$ cat src/rtl/coin_input_conditioner.sv
// Coin button front end: sync, debounce, press detect, lock/pending gating, one-hot arbiter.
// Define COIN_COUNT_EN to add saturating per-coin pulse counters (cnt_50/cnt_100/cnt_200).
module coin_input_conditioner #(
  parameter int CLK_FREQ       = 50_000_000,
  parameter int DEBOUNCE_MS    = 10,
  parameter bit BTN_ACTIVE_LOW = 1'b1
) (
  input  logic       clk,
  input  logic       rst_n,
  input  logic       btn_50,
  input  logic       btn_100,
  input  logic       btn_200,
  input  logic       lock,
  output logic       r50,
  output logic       r100,
  output logic       r200,
  output logic       reject
`ifdef COIN_COUNT_EN
  ,
  output logic [7:0] cnt_50,
  output logic [7:0] cnt_100,
  output logic [7:0] cnt_200
`endif
);

  localparam longint DC_RAW =
    longint'(CLK_FREQ) * longint'(DEBOUNCE_MS) / 64'sd1000;
  localparam int DEBOUNCE_CYCLES =
    (DC_RAW < 64'sd1) ? 1 : int'(DC_RAW);
  localparam int CNT_W = $clog2(DEBOUNCE_CYCLES + 1);
  localparam logic [CNT_W-1:0] CNT_MAX =
    CNT_W'(DEBOUNCE_CYCLES - 1);
  localparam logic [2:0] REL =
    BTN_ACTIVE_LOW ? 3'b111 : 3'b000;

  typedef enum logic [1:0] {
    IDLE  = 2'd0,
    PULSE = 2'd1,
    GAP   = 2'd2
  } state_t;

  // channel index: 0 = 50, 1 = 100, 2 = 200
  logic [2:0]       btn_raw;
  logic [2:0]       sync1;
  logic [2:0]       sync2;
  logic [2:0]       lvl;
  logic [2:0]       deb;
  logic [2:0]       deb_d;
  logic [CNT_W-1:0] db_cnt [3];
  logic [2:0]       press;
  logic [2:0]       discard;
  logic [2:0]       accept;
  logic [2:0]       pend;
  logic [2:0]       grant;
  state_t           state;
  state_t           state_n;

  assign btn_raw = {btn_200, btn_100, btn_50};

  always_ff @(posedge clk or negedge rst_n) begin
    if (!rst_n) begin
      sync1 <= REL;
      sync2 <= REL;
    end else begin
      sync1 <= btn_raw;
      sync2 <= sync1;
    end
  end

  assign lvl = BTN_ACTIVE_LOW ? ~sync2 : sync2;

  // counter reaching DEBOUNCE_CYCLES is the cycle it would hit CNT_MAX+1
  always_ff @(posedge clk or negedge rst_n) begin
    if (!rst_n) begin
      deb   <= '0;
      deb_d <= '0;
      for (int i = 0; i < 3; i++) begin
        db_cnt[i] <= '0;
      end
    end else begin
      deb_d <= deb;
      for (int i = 0; i < 3; i++) begin
        if (lvl[i] == deb[i]) begin
          db_cnt[i] <= '0;
        end else if (db_cnt[i] == CNT_MAX) begin
          db_cnt[i] <= '0;
          deb[i]    <= ~deb[i];
        end else begin
          db_cnt[i] <= db_cnt[i] + CNT_W'(1);
        end
      end
    end
  end

  assign press   = deb & ~deb_d;
  assign discard = press & (lock ? 3'b111 : pend);
  assign accept  = press & ~discard;

  always_ff @(posedge clk or negedge rst_n) begin
    if (!rst_n) begin
      pend   <= '0;
      reject <= 1'b0;
    end else begin
      pend   <= (pend & ~grant) | accept;
      reject <= |discard;
    end
  end

  always_ff @(posedge clk or negedge rst_n) begin
    if (!rst_n) begin
      state <= IDLE;
      r50   <= 1'b0;
      r100  <= 1'b0;
      r200  <= 1'b0;
    end else begin
      state <= state_n;
      r50   <= grant[0];
      r100  <= grant[1];
      r200  <= grant[2];
    end
  end

  always_comb begin
    state_n = state;
    unique case (state)
      IDLE:    if (|pend) state_n = PULSE;
      PULSE:   state_n = GAP;
      GAP:     state_n = IDLE;
      default: state_n = IDLE;
    endcase
  end

  always_comb begin
    grant = '0;
    if (state == IDLE) begin
      if (pend[2])      grant = 3'b100;
      else if (pend[1]) grant = 3'b010;
      else if (pend[0]) grant = 3'b001;
    end
  end

`ifdef COIN_COUNT_EN
  always_ff @(posedge clk or negedge rst_n) begin
    if (!rst_n) begin
      cnt_50  <= '0;
      cnt_100 <= '0;
      cnt_200 <= '0;
    end else begin
      if (grant[0] && cnt_50 != 8'hff)
        cnt_50 <= cnt_50 + 8'd1;
      if (grant[1] && cnt_100 != 8'hff)
        cnt_100 <= cnt_100 + 8'd1;
      if (grant[2] && cnt_200 != 8'hff)
        cnt_200 <= cnt_200 + 8'd1;
    end
  end
`endif

endmodule

$ cat config.mk
export PLATFORM = sky130hd
export DESIGN_NAME = coin_input_conditioner
export DESIGN_NICKNAME = d
export VERILOG_FILES = /design/src/rtl/coin_input_conditioner.sv
export SDC_FILE = /design/constraint.sdc
export NUM_CORES = 1
export LEC_CHECK = 0
export CORE_MARGIN = 2
export CORE_UTILIZATION = 44
export DETAILED_ROUTE_END_ITERATION = 10
export SYNTH_ARGS = -nofsm -noshare
export SYNTH_HDL_FRONTEND = slang
export SYNTH_SLANG_ARGS = --single-unit
export TNS_END_PERCENT = 5
$ cat constraint.sdc
create_clock -name clk -period 3.44 [get_ports clk]
set_input_delay 0.516 -clock clk [delete_from_list [all_inputs] [get_ports clk]]
set_output_delay 0.516 -clock clk [all_outputs]
set_load 0.005 [all_outputs]
Word-level counts from Yosys, hierarchy flattened. Cells that the tools add are included.

Memories kept: 0. Word-level logic and storage cells: 60. Bits in writable memories: 0. Bits in read-only memories: 0. Output and inout port bits: 4. Register bits after elaboration: 78. Input port bits: 6. Latch bits: 0.

Shift operators: 0. Equal/unequal tests: 8. Reductions and logical operators: 6. $lt $le $gt $ge: 0. $add $sub $neg: 3. Divide/modulo/power cells: 0. Bitwise gates (word level): 15. Multiplexer cells: 13. $mul: 0.

Operators by type and width (count): $mux 19 (6); $add 19x1->19 const B (3); $eq 19x19->1 const B (3); $and 3x3->3 (4); $not 3->3 (4); $mux 3 (3); $not 1->1 (6); $reduce_and 2->1 (3); $reduce_or 3->1 (2); $mux 2 (2); $pmux 2 s2 (1); $eq 1x1->1 (3); $or 3x3->3 (1); $eq 2x1->1 const B (1); $logic_not 2->1 (1); $ne 2x2->1 const B (1); $mux 1 (1).

Depth between registers and ports, before layout. Gate-level depths: netlist of run 1.

Word-level depth: 7. Gate-level depth with buffers: 6.

Least setup slack after synthesis of run 1. OpenSTA, ideal clock, no wires.

Kind: register -> register. Start point: register db_cnt[38] (netlist bit). End point: register db_cnt[47] (netlist bit). Buffers on the path: 1. Clock period less this slack: 1.806 ns. Library setup time: 0.121 ns. Stages on the path, launching flop included: 7. Arrival: 1.685 ns. Setup slack: 1.634 ns. Cell sequence: dfrtp_1 ha_1 nand4_1 or3_1 o21ai_2 buf_2 nor2_1.

Longest elaborated chain between the ends: 3. Elaborated cells between the ends (all ways): 4.

Ends and longest elaborated chain: start: declaration (line 49) `logic [CNT_W-1:0] db_cnt [3];`; start signal: indexed assignment (line 89) `db_cnt[i] <= db_cnt[i] + CNT_W'(1);`; $add 19x1->19 / $eq 19x19->1 (equally long branches) (line 89, 85); $mux 19 (*) (line 85) `end else if (db_cnt[i] == CNT_MAX) begin`; $mux 19 (*) (line 83) `if (lvl[i] == deb[i]) begin`.

Every way passes the cells marked *; elsewhere a longest branch is shown, timed or not. A chain may end at the register's enable or synchronous reset.

Worst setup path in the final report of run 1.
Start point: register db_cnt[0] (netlist bit). End point: register db_cnt[2] (netlist bit).

The elaborated chain is that of the path after synthesis.

==> results of run 1 <==
-- per-layer routing --
metal	up-vias	share of wire, %	track usage [%]
li1	1261	-	-
met1	1270	50	23.14
met2	25	46	24.65
met3	9	2.9	5.028
met4	0	1.7	5.797
met5	-	0	0
-- power groups by stage --
stage / combinational, uW / clock, uW / sequential, uW
2_1_floorplan: 29.2 / 0 / 958
3_3_place_gp: 56.0 / 0 / 961
3_5_place_dp: 56.6 / 0 / 962
4_1_cts: 57.0 / 870 / 944
5_1_grt: 64.0 / 913 / 947
6_report: 54.4 / 846 / 944
-- logic make-up after synthesis --
logic type	Yosys count	share of synthesized area [%]
AND/OR/NAND/NOR	173	25.03
flip-flops	78	54.15
buffers and inverters	22	2.559
adder cells (fa/ha/maj)	3	1.037
AO/OA/AOI/OAI	25	5.291
XOR/XNOR	47	11.38
multiplexers	2	0.5533
-- final timing paths --
path,startpoint,to,cells past startpoint
setup / recovery,db_cnt[0]$_DFF_PN0_,db_cnt[2]$_DFF_PN0_,4
hold / removal,rst_n,db_cnt[11]$_DFF_PN0_,1
setup reg to reg,db_cnt[0]$_DFF_PN0_,db_cnt[2]$_DFF_PN0_,4
hold reg to reg,sync1[0]$_DFF_PN1_,sync2[0]$_DFF_PN1_,0
max in group asynchronous,rst_n,db_cnt[45]$_DFF_PN0_,1
min in group clk,sync1[0]$_DFF_PN1_,sync2[0]$_DFF_PN1_,0
-- cell usage after synthesis (all sizes together) (6+ instances only) --
master   n
dfrtp   72
nor2    58
xnor2   36
nand3   22
nand4   20
nor4    16
nand2   15
inv     13
xor2    11
nor3     9
a21oi    7
or3      7
dfstp    6
o21ai    6
-- state kept, by name, summed over array words and instances, names as in the netlist --
| register | flops |
|---|---|
| db_cnt | 57 |
| deb | 3 |
| deb_d | 3 |
| pend | 3 |
| sync1 | 3 |
| sync2 | 3 |
| state | 2 |
| r100 | 1 |
| r200 | 1 |
| r50 | 1 |
| reject | 1 |
-- through the flow --
stage | setup WS, ns | std cells | power (uW) | cell area [um2] | hold WS (ns)
after CTS | 1.153 | 471 | 1871 | 4048 | 0.3537
after floorplan | 1.634 | 350 | 987.4 | 3618 | 0.2204
after detailed placement | 1.224 | 455 | 1019 | 3794 | 0.3468
final | 1.229 | 471 | 1845 | 4048 | 0.2927
after global placement | 1.347 | 455 | 1018 | 3794 | 0.3458
after global routing | 0.9328 | 471 | 1924 | 4048 | 0.3645
-- worst max-delay path: cells and delay by family, from the launching register on --
family	cells	cell delay [ns]
simple gates	2	0.55
flops	1	0.40
compound gates	1	0.87
fa+ha+maj	1	0.22
-- cells in the final DEF, fill, tap and decap left out, drive strengths merged, types with 5 or more instances in the layout --
cell type,synthesis,routed
dfrtp,72,72
a21oi,7,7
nand4,20,20
or3,7,7
nand2,15,15
xor2,11,11
nand3,22,22
o21ai,6,6
nor3,9,9
clkbuf,4,10
inv,13,14
clkdlybuf4s50,0,8
nor2,58,58
dfstp,6,6
nor4,16,16
xnor2,36,36
o41ai,5,5
-- layout make-up --
class	count	area (um2)
Tap cell	105	131.4
Inverter	13	48.80
Clock inverter	6	116.4
Sequential cell	78	1959
Clock buffer	10	137.6
Timing Repair Buffer	9	87.58
Multi-Input combinational cell	250	1567
Fill cell	762	4045
==> results.md, run 1 <==
- Final period util: around 64%
- RSZ-0062 raised after global routing: no
- Fmax: between 400 and 500 MHz
- Syn_area_per_cell: between 10 and 15 um2
- Grt ovf: 0
- Initial antenna violation count: 0
- Ys flop type: dfrtp_1
- WL final: around 6.6 mm
- Required time of the critical path: between 3 and 4 ns
- Clk sink count: 78
- Post-CTS Resized: 0
- Clk pwr share: roughly 46%
- PortBufs: 9
- GPL Wtd Cong: 0.8009
- Clock root buffer: clkbuf_8
- Area growth from synthesis to layout: 11.86%
- Post-synth ARST share: 100.0%
- Worst min-delay path class: in -> async
- Outcome: finished, final reports clean
- Sequential-to-total area share from yosys stat: between 50% and 60%
- Via-to-Cell Ratio: 5.446
- Max Slew Vio Count: 0
- Final Setup Violations: 0
- Post-synthesis register bit count: between 70 and 80
- Vias in the first global route: between 2000 and 2500
- DP HPWL: 4.279 mm
- Final Util: 50.02%
- Post-synth EDFFs: 0
- Sw Ratio: between 20% and 30%
- Yosys cell types: 41
- Top cells by area, synth: dfrtp_1 50%, xnor2_1 8.7%, nor2_1 6.0%
- # IOs: 10
- Largest net degree at the start of global routing: between 70 and 80
- Wire length per cell: around 14 um
- Largest vdd supply drop: around 0.00023 V
- Relative slew slack: a little over a third
- Internal: about 1500 uW
- Crit Path Category: reg -> reg
- R2R Setup Slk: 1.23 ns
- Pwr/cell area: ~460 nW/um2
- Synthesized Nets: around 360
- TNS Setup: 0 ns
- Slowest CP cell: o41ai_4
- Post-route ant nets: 0
- Crit-path max cell delay: 0.87 ns
- Worst skew pair latency: 0.35 ns
- Crit path max fanout: 18
- Die width: around 95 um
- Setup Skew: around 0.010 ns
- Final min period: roughly 2.2 ns
- Chip height: around 95 um
- Mapped Area: 3618 um2
- Gr usage total: approximately 17%
- Synth area leader: dfrtp_1
- Crit path launch type: flop
- CTS tree: done
- Total number of vias: 2565
- Synth top area share: between 40% and 50%
- NetSw: roughly 390 uW
- Leakage: 0.001587 uW
- Max clock buf depth: 2
- Initial Util: between 40 and 50%
- Area of the die: 8965 um2
- Crit path cell chain: ha_1, nand4_1, o41ai_4, nor2_1
- Worst Tran Pin Value: about 0.96 ns
- Worst setup EP type: flop
- First DRT Iteration DRCs: ~110
- Post-CTS Setup Bufs: 0
- H-Tree Depth: 3
- Post-Syn Instances: 350
- Maxcap violations: 0
- Crit path DAT: between 2 and 2.5 ns
- Sequential Power Share: between 50% and 60%
- Layout cells sized above 1: 8.197%
- Syn. warnings: 0
- Core ar.: ~8100 um2
- Hold_buf cts: 0
- # DRC: 0
- Antenna cells: 0
- Final #Nets: 370
- Endpoints failing hold: 0
- Comb pwr share: about 2.9%
- First-pass GRT wire length: around 12 mm
- Reg clk slew, reported paths: about 0.090 ns
- Placement Rows: 33
- CTS buffer count: 9
- Router iterations before antenna repair: 4
Note: power is estimated with default switching activity, not from simulation.
==> inputs of run 2 (changes only) <==
==> constraint.sdc (replaced) <==
create_clock -name clk -period 2.2 [get_ports clk]
set_input_delay 0.33 -clock clk [delete_from_list [all_inputs] [get_ports clk]]
set_output_delay 0.33 -clock clk [all_outputs]
set_load 0.005 [all_outputs]
==> results.md, run 2 (synthesis results as in run 1) <==
- Post-CTS Setup Bufs: 0 (unchanged)
- CTS buffer count: 9 (unchanged)
- Fmax: 530.4 MHz (+17%)
- Area of the multi-input gates: 1567 um2 (unchanged)
- Hold_buf cts: 1 (+1)
- DRT met1 WL: 3.261 mm (about the same)
- Most common cell after layout, fill and taps aside: dfrtp_1
- Pwr/cell area: 632.6 nW/um2 (+39%)
- Max Slew Vio Count: 0 (unchanged)
- # DRC: 0 (unchanged)
- Area growth from synthesis to layout: 11.89% (about the same)
- Gr usage total: 16.82% (+0.22 points)
- Vias in the first global route: 2533 (+2.2%)
- Final period util: 85.69% (+21 points)
- Max clock buf depth: 2 (unchanged)
- Outcome: finished, final reports clean
- First DRT Iteration DRCs: 146 (+28%)
- # IOs: 10 (unchanged)
- Max reg flops: 57 (unchanged)
- Final Instance Area: 4049 um2 (about the same)
- First-pass GRT wire length: 12.00 mm (+2.9%)
- Layout cells sized above 1: 9.893% (+1.7 points)
- Total power: 2561 uW (+39%)
- Register area: 1959 um2 (unchanged)
- Final Util: 50.03% (about the same)
- Grt ovf: 0 (unchanged)
- CTS tree: done
- Leakage: 0.001580 uW (-0.45%)
- Maxcap violations: 0 (unchanged)
- Antenna cells: 0 (unchanged)
- GPL Wtd Cong: 0.7703 (-3.8%)
- Most frequent cells in the layout: 72 x dfrtp_1, 58 x nor2_1, 36 x xnor2_1
- Post-DP Area: 3859 um2 (+1.7%)
- Worst min-delay path class: reg -> reg
- Worst skew pair latency: 0.34 ns (about the same)
- Worst setup EP type: flop
- Met3 WL post-DR: 158 um (-17%)
- Chip height: 94.69 um (unchanged)
- Placement Rows: 33 (unchanged)
- Met2 wire length: 3.063 mm (+2.6%)
- Final #Nets: 378 (+2.2%)
- Largest net degree at the start of global routing: 44 (-44%)
- PortBufs: 9 (unchanged)
- Required time of the critical path: 2.47 ns (-1.15 ns)
- Area of the die: 8965 um2 (unchanged)
- Clk sink count: 78 (unchanged)
- DP HPWL: 4.479 mm (+4.7%)
- Initial antenna violation count: 0 (unchanged)
- Post-CTS Resized: 0 (unchanged)
- TNS Setup: 0 ns (unchanged)
- Endpoints failing hold: 0 (unchanged)
- Hold_ws: 0.3583 ns (+0.06566 ns)
- Top reg by flops: db_cnt
- Wire length per cell: 13.65 um (-1.9%)
- Final Setup Violations: 0 (unchanged)
- Fill cell count: 761 (-0.13%)
- Largest vdd supply drop: 0.0003413 V (+51%)
- Crit path DAT: 2.16 ns (-0.23 ns)
- Crit Path Category: reg -> reg
- Router iterations before antenna repair: 4 (unchanged)
- Core ar.: 8093 um2 (unchanged)
- Worst Tran Pin Value: 0.5666 ns (-0.3976 ns)
- Crit path launch type: flop
- WL final: 6.536 mm (-0.21%)
- Die width: 94.69 um (unchanged)
- Reg clk slew, reported paths: 0.09 ns (about the same)
- Final min period: 1.885 ns (-0.3256 ns)
- Total number of vias: 2592 (+1.1%)
- Via-to-Cell Ratio: 5.411 (-0.64%)
- Max Used Layer: met4
- H-Tree Depth: 3 (unchanged)
- Setup Skew: 0.01234 ns (+0.002087 ns)
- Post-route ant nets: 0 (unchanged)
- Relative slew slack: 61.88% (+26 points)
- Initial Util: 44.71% (unchanged)
- RSZ-0062 raised after global routing: no
- Clock root buffer: clkbuf_8
- Crit path max fanout: 6 (-12)
## run 2: cell types whose count changed in the layout (fill, tap and decap cells not counted)
cell and change:
buf_4 +6, clkinvlp_4 +4, bufinv_16 -3, clkinv_4 -2
inv_6 +2, buf_12 +1, clkbuf_8 -1, dlygate4sd3_1 +1
## run 2: area by class of cell
class | instances | share of cell area (%)
clock buffers | 9 | 3.059
clock inverters | 7 | 1.391
inverters | 13 | 1.205
multi-input cells | 250 | 38.69
flip-flops and latches | 78 | 48.39
well taps | 105 | 3.245
repair buffers | 17 | 4.017
## run 2: stage by stage
step	worst slack (ns)	std cells
after global placement	0.3797	462
final	0.3148	479
after global routing	0.1895	479
after detailed placement	0.3274	462
after floorplan	0.3936	350
after CTS	0.2986	479
## run 2: report_power, final
| group | total, uW | internal, uW | switching, uW |
|---|---|---|---|
| Combinational | 97.5 | 34.9 | 62.7 |
| Sequential | 1480 | 1460 | 19.4 |
| Clock | 989 | 421 | 567 |
## run 2: critical path, stage by stage (launching register included)
cell	delay [ns]
dfrtp_1	0.46
nand4_1	0.23
or3_1	0.48
or4_1	0.49
a21oi_1	0.16
## run 2: per-layer routing
metal  GRT usage [%]  vias up
met5               0        -
met4           6.039        0
met2           25.12       25
met1           24.03     1284
met3           3.831        4
li1                -     1279
## run 2: final timing paths
path                                        endpoint  slack [ns]                start  cells after the start
min in group asynchronous       db_cnt[10]$_DFF_PN0_        0.52                rst_n                      2
worst min-delay path              sync2[1]$_DFF_PN1_        0.36   sync1[1]$_DFF_PN1_                      0
worst max register to register  db_cnt[17]$_DFF_PN0_        0.31  db_cnt[8]$_DFF_PN0_                      4
worst min register to register    sync2[1]$_DFF_PN1_        0.36   sync1[1]$_DFF_PN1_                      0
worst max-delay path            db_cnt[17]$_DFF_PN0_        0.31  db_cnt[8]$_DFF_PN0_                      4
max in group asynchronous         sync1[1]$_DFF_PN1_        1.08                rst_n                      3
==> inputs of run 3 (changes only) <==
--- a/config.mk
+++ b/config.mk
@@ -5,9 +5,12 @@
 export SDC_FILE = /design/constraint.sdc
 export NUM_CORES = 1
 export LEC_CHECK = 0
+export CELL_PAD_IN_SITES_DETAIL_PLACEMENT = 1
+export CELL_PAD_IN_SITES_GLOBAL_PLACEMENT = 1
 export CORE_MARGIN = 2
 export CORE_UTILIZATION = 44
 export DETAILED_ROUTE_END_ITERATION = 10
+export PLACE_DENSITY_LB_ADDON = 0.1
 export SYNTH_ARGS = -nofsm -noshare
 export SYNTH_HDL_FRONTEND = slang
 export SYNTH_SLANG_ARGS = --single-unit
==> results.md, run 3 (synthesis results as in run 1) <==
- RSZ-0062 raised after global routing: no
- Placement Rows: 33 (unchanged)
- Area of the die: 8965 um2 (unchanged)
- Area growth from synthesis to layout: 12.52%
- Router iterations before antenna repair: 4 (unchanged)
- Worst min-delay path class: reg -> reg
- CTS buffer count: 9 (unchanged)
- Crit path max fanout: 6 (unchanged)
- Comb pwr share: 3.8% (about the same)
- Final period util: 86.49% (+0.80 points)
- Antenna cells: 0 (unchanged)
- Worst Slack Setup Final: 0.2972 ns (-0.01754 ns)
- Slowest CP cell: or4_1
- Required time of the critical path: 2.49 ns (+0.02 ns)
- Internal: 1927 uW (+0.79%)
- Max reg flops: 57 (unchanged)
- Die width: 94.69 um (unchanged)
- Layout cells sized above 1: 10.37% (+0.48 points)
- Final Setup Violations: 0 (unchanged)
- # DRC: 0 (unchanged)
- Hold Path Stages: 0 (unchanged)
- First DRT Iteration DRCs: 89 (-39%)
- Wire length per cell: 15.87 um (+16%)
- Maxcap violations: 0 (unchanged)
- Crit-path max cell delay: 0.55 ns (+0.06 ns)
- Final Util: 50.31% (+0.28 points)
- R2R Setup Slk: 0.30 ns (-0.02 ns)
- Total number of vias: 2623 (+1.2%)
- Gr usage total: 19.08% (+2.3 points)
- Vias in the first global route: 2729 (+7.7%)
- Max clock buf depth: 2 (unchanged)
- Worst reg-to-reg path cell count: 4 (unchanged)
- WL final: 7.633 mm (+17%)
- Clock root buffer: clkbuf_8
- Grt ovf: 0 (unchanged)
- Setup Skew: 0.01108 ns (-0.001263 ns)
- Most frequent cells in the layout: 72 x dfrtp_1, 58 x nor2_1, 36 x xnor2_1
- Clk pwr share: 39.8% (+1.2 points)
- R2R Path Start: db_cnt[21]$_DFF_PN0_
- Fmax: 525.6 MHz (-0.92%)
- Post-route ant nets: 0 (unchanged)
- Endpoints failing hold: 0 (unchanged)
- GPL Wtd Cong: 0.7459 (-3.2%)
- Final min period: 1.903 ns (+0.01754 ns)
- Worst Path Buf+Inv: 0 (unchanged)
- Initial antenna violation count: 0 (unchanged)
- Crit path launch type: flop
- Crit path DAT: 2.19 ns (+0.03 ns)
- Sequential Power Share: 56.4% (-1.2 points)
- Via-to-Cell Ratio: 5.453 (+0.78%)
- Relative slew slack: 55.75% (-6.1 points)
- Most common cell after layout, fill and taps aside: dfrtp_1
- First-pass GRT wire length: 13.26 mm (+11%)
- Sw Ratio: 26.49% (+1.1 points)
- Total power: 2621 uW (+2.3%)
- Delay-heaviest family, CP: simple AND/OR/NAND/NOR gates
- CTS tree: done
- Worst setup EP type: flop
- Largest net degree at the start of global routing: 40 (-9.1%)
- Dpl ws: 0.2955 ns (-0.03189 ns)
- Post-CTS Resized: 0 (unchanged)
- R2R Path End: db_cnt[36]$_DFF_PN0_
- H-Tree Depth: 3 (unchanged)
- PortBufs: 9 (unchanged)
- # IOs: 10 (unchanged)
- DP HPWL: 5.384 mm (+20%)
- NetSw: 694.3 uW (+6.9%)
- Crit path cell chain: nand3_2, or4_1, or4_1, a21oi_1
- Fill cell count: 924 (+21%)
- Top reg by flops: db_cnt
- Leakage: 0.001600 uW (+1.3%)
- Crit Path Category: reg -> reg
- Chip height: 94.69 um (unchanged)
- Outcome: finished, final reports clean
- Largest vdd supply drop: 0.0003060 V (-10%)
- Max Slew Vio Count: 0 (unchanged)
- Worst Hold Path EP: sync2[1]$_DFF_PN1_
- Worst skew pair latency: 0.36 ns (+0.02 ns)
- Clk sink count: 78 (unchanged)
- Worst Tran Pin Value: 0.6577 ns (+0.09108 ns)
- Final #Nets: 380 (+0.53%)
- TNS Setup: 0 ns (unchanged)
- Initial Util: 44.71% (unchanged)
- Reg clk slew, reported paths: 0.09 ns (about the same)
- Hold Crit Start: sync1[1]$_DFF_PN1_
- Cell mode on critical path: or4_1
- Pwr/cell area: 643.8 nW/um2 (+1.8%)
- Core ar.: 8093 um2 (unchanged)
run 3: cell count changes in the layout (fill, tap and decap cells not counted):
cell	change
buf_4	+2
clkinv_4	+1
clkinvlp_4	-2
inv_6	-1
inv_8	+2
run 3: final cells by class:
type                       instances  area [um2]  share of cell area [%]
inverter                          13       48.80                   1.199
multi-input combinational        250        1567                   38.48
clock buffer                       9       123.9                   3.042
tap                              105       131.4                   3.227
timing repair buffer              19       177.7                   4.364
sequential                        78        1959                   48.13
clock inverter                     7       63.81                   1.567
run 3: power groups by stage:
stage	Sequential [uW]	Combinational, uW	Clock, uW
3_5_place_dp	1510	104	0
5_1_grt	1480	117	1140
2_1_floorplan	1500	45.6	0
3_3_place_gp	1500	102	0
4_1_cts	1480	106	1080
6_report	1480	101	1040
run 3: metal layers:
layer / wire, um / vias up / track usage (%)
met5: 0 / - / 0
met4: 97 / 0 / 5.435
met3: 126 / 11 / 4.310
met2: 3708 / 14 / 31.62
met1: 3700 / 1322 / 25.13
li1: - / 1276 / -
run 3: repair_timing:
item / CTS / global route
buffers inserted: 0 / 0
hold buffers: 1 / 0
endpoints found under the hold margin: 34 / 0
run 3: per-stage QoR:
stage | area (um2) | std cells | hold WS, ns
2_1_floorplan | 3618 | 350 | 0.03441
3_3_place_gp | 3874 | 464 | 0.3357
3_5_place_dp | 3874 | 464 | 0.3475
4_1_cts | 4071 | 481 | 0.3532
5_1_grt | 4071 | 481 | 0.3592
6_report | 4071 | 481 | 0.3617
run 3: worst max-delay path by stage:
stage	slack [ns]	depth (start not counted)	end	startpoint
2_1_floorplan	0.39	6	db_cnt[47]$_DFF_PN0_	db_cnt[38]$_DFF_PN0_
3_3_place_gp	0.37	5	db_cnt[37]$_DFF_PN0_	db_cnt[19]$_DFF_PN0_
3_5_place_dp	0.30	4	db_cnt[36]$_DFF_PN0_	db_cnt[21]$_DFF_PN0_
4_1_cts	0.28	4	db_cnt[36]$_DFF_PN0_	db_cnt[21]$_DFF_PN0_
5_1_grt	0.15	5	db_cnt[37]$_DFF_PN0_	db_cnt[19]$_DFF_PN0_
6_report	0.30	4	db_cnt[36]$_DFF_PN0_	db_cnt[21]$_DFF_PN0_
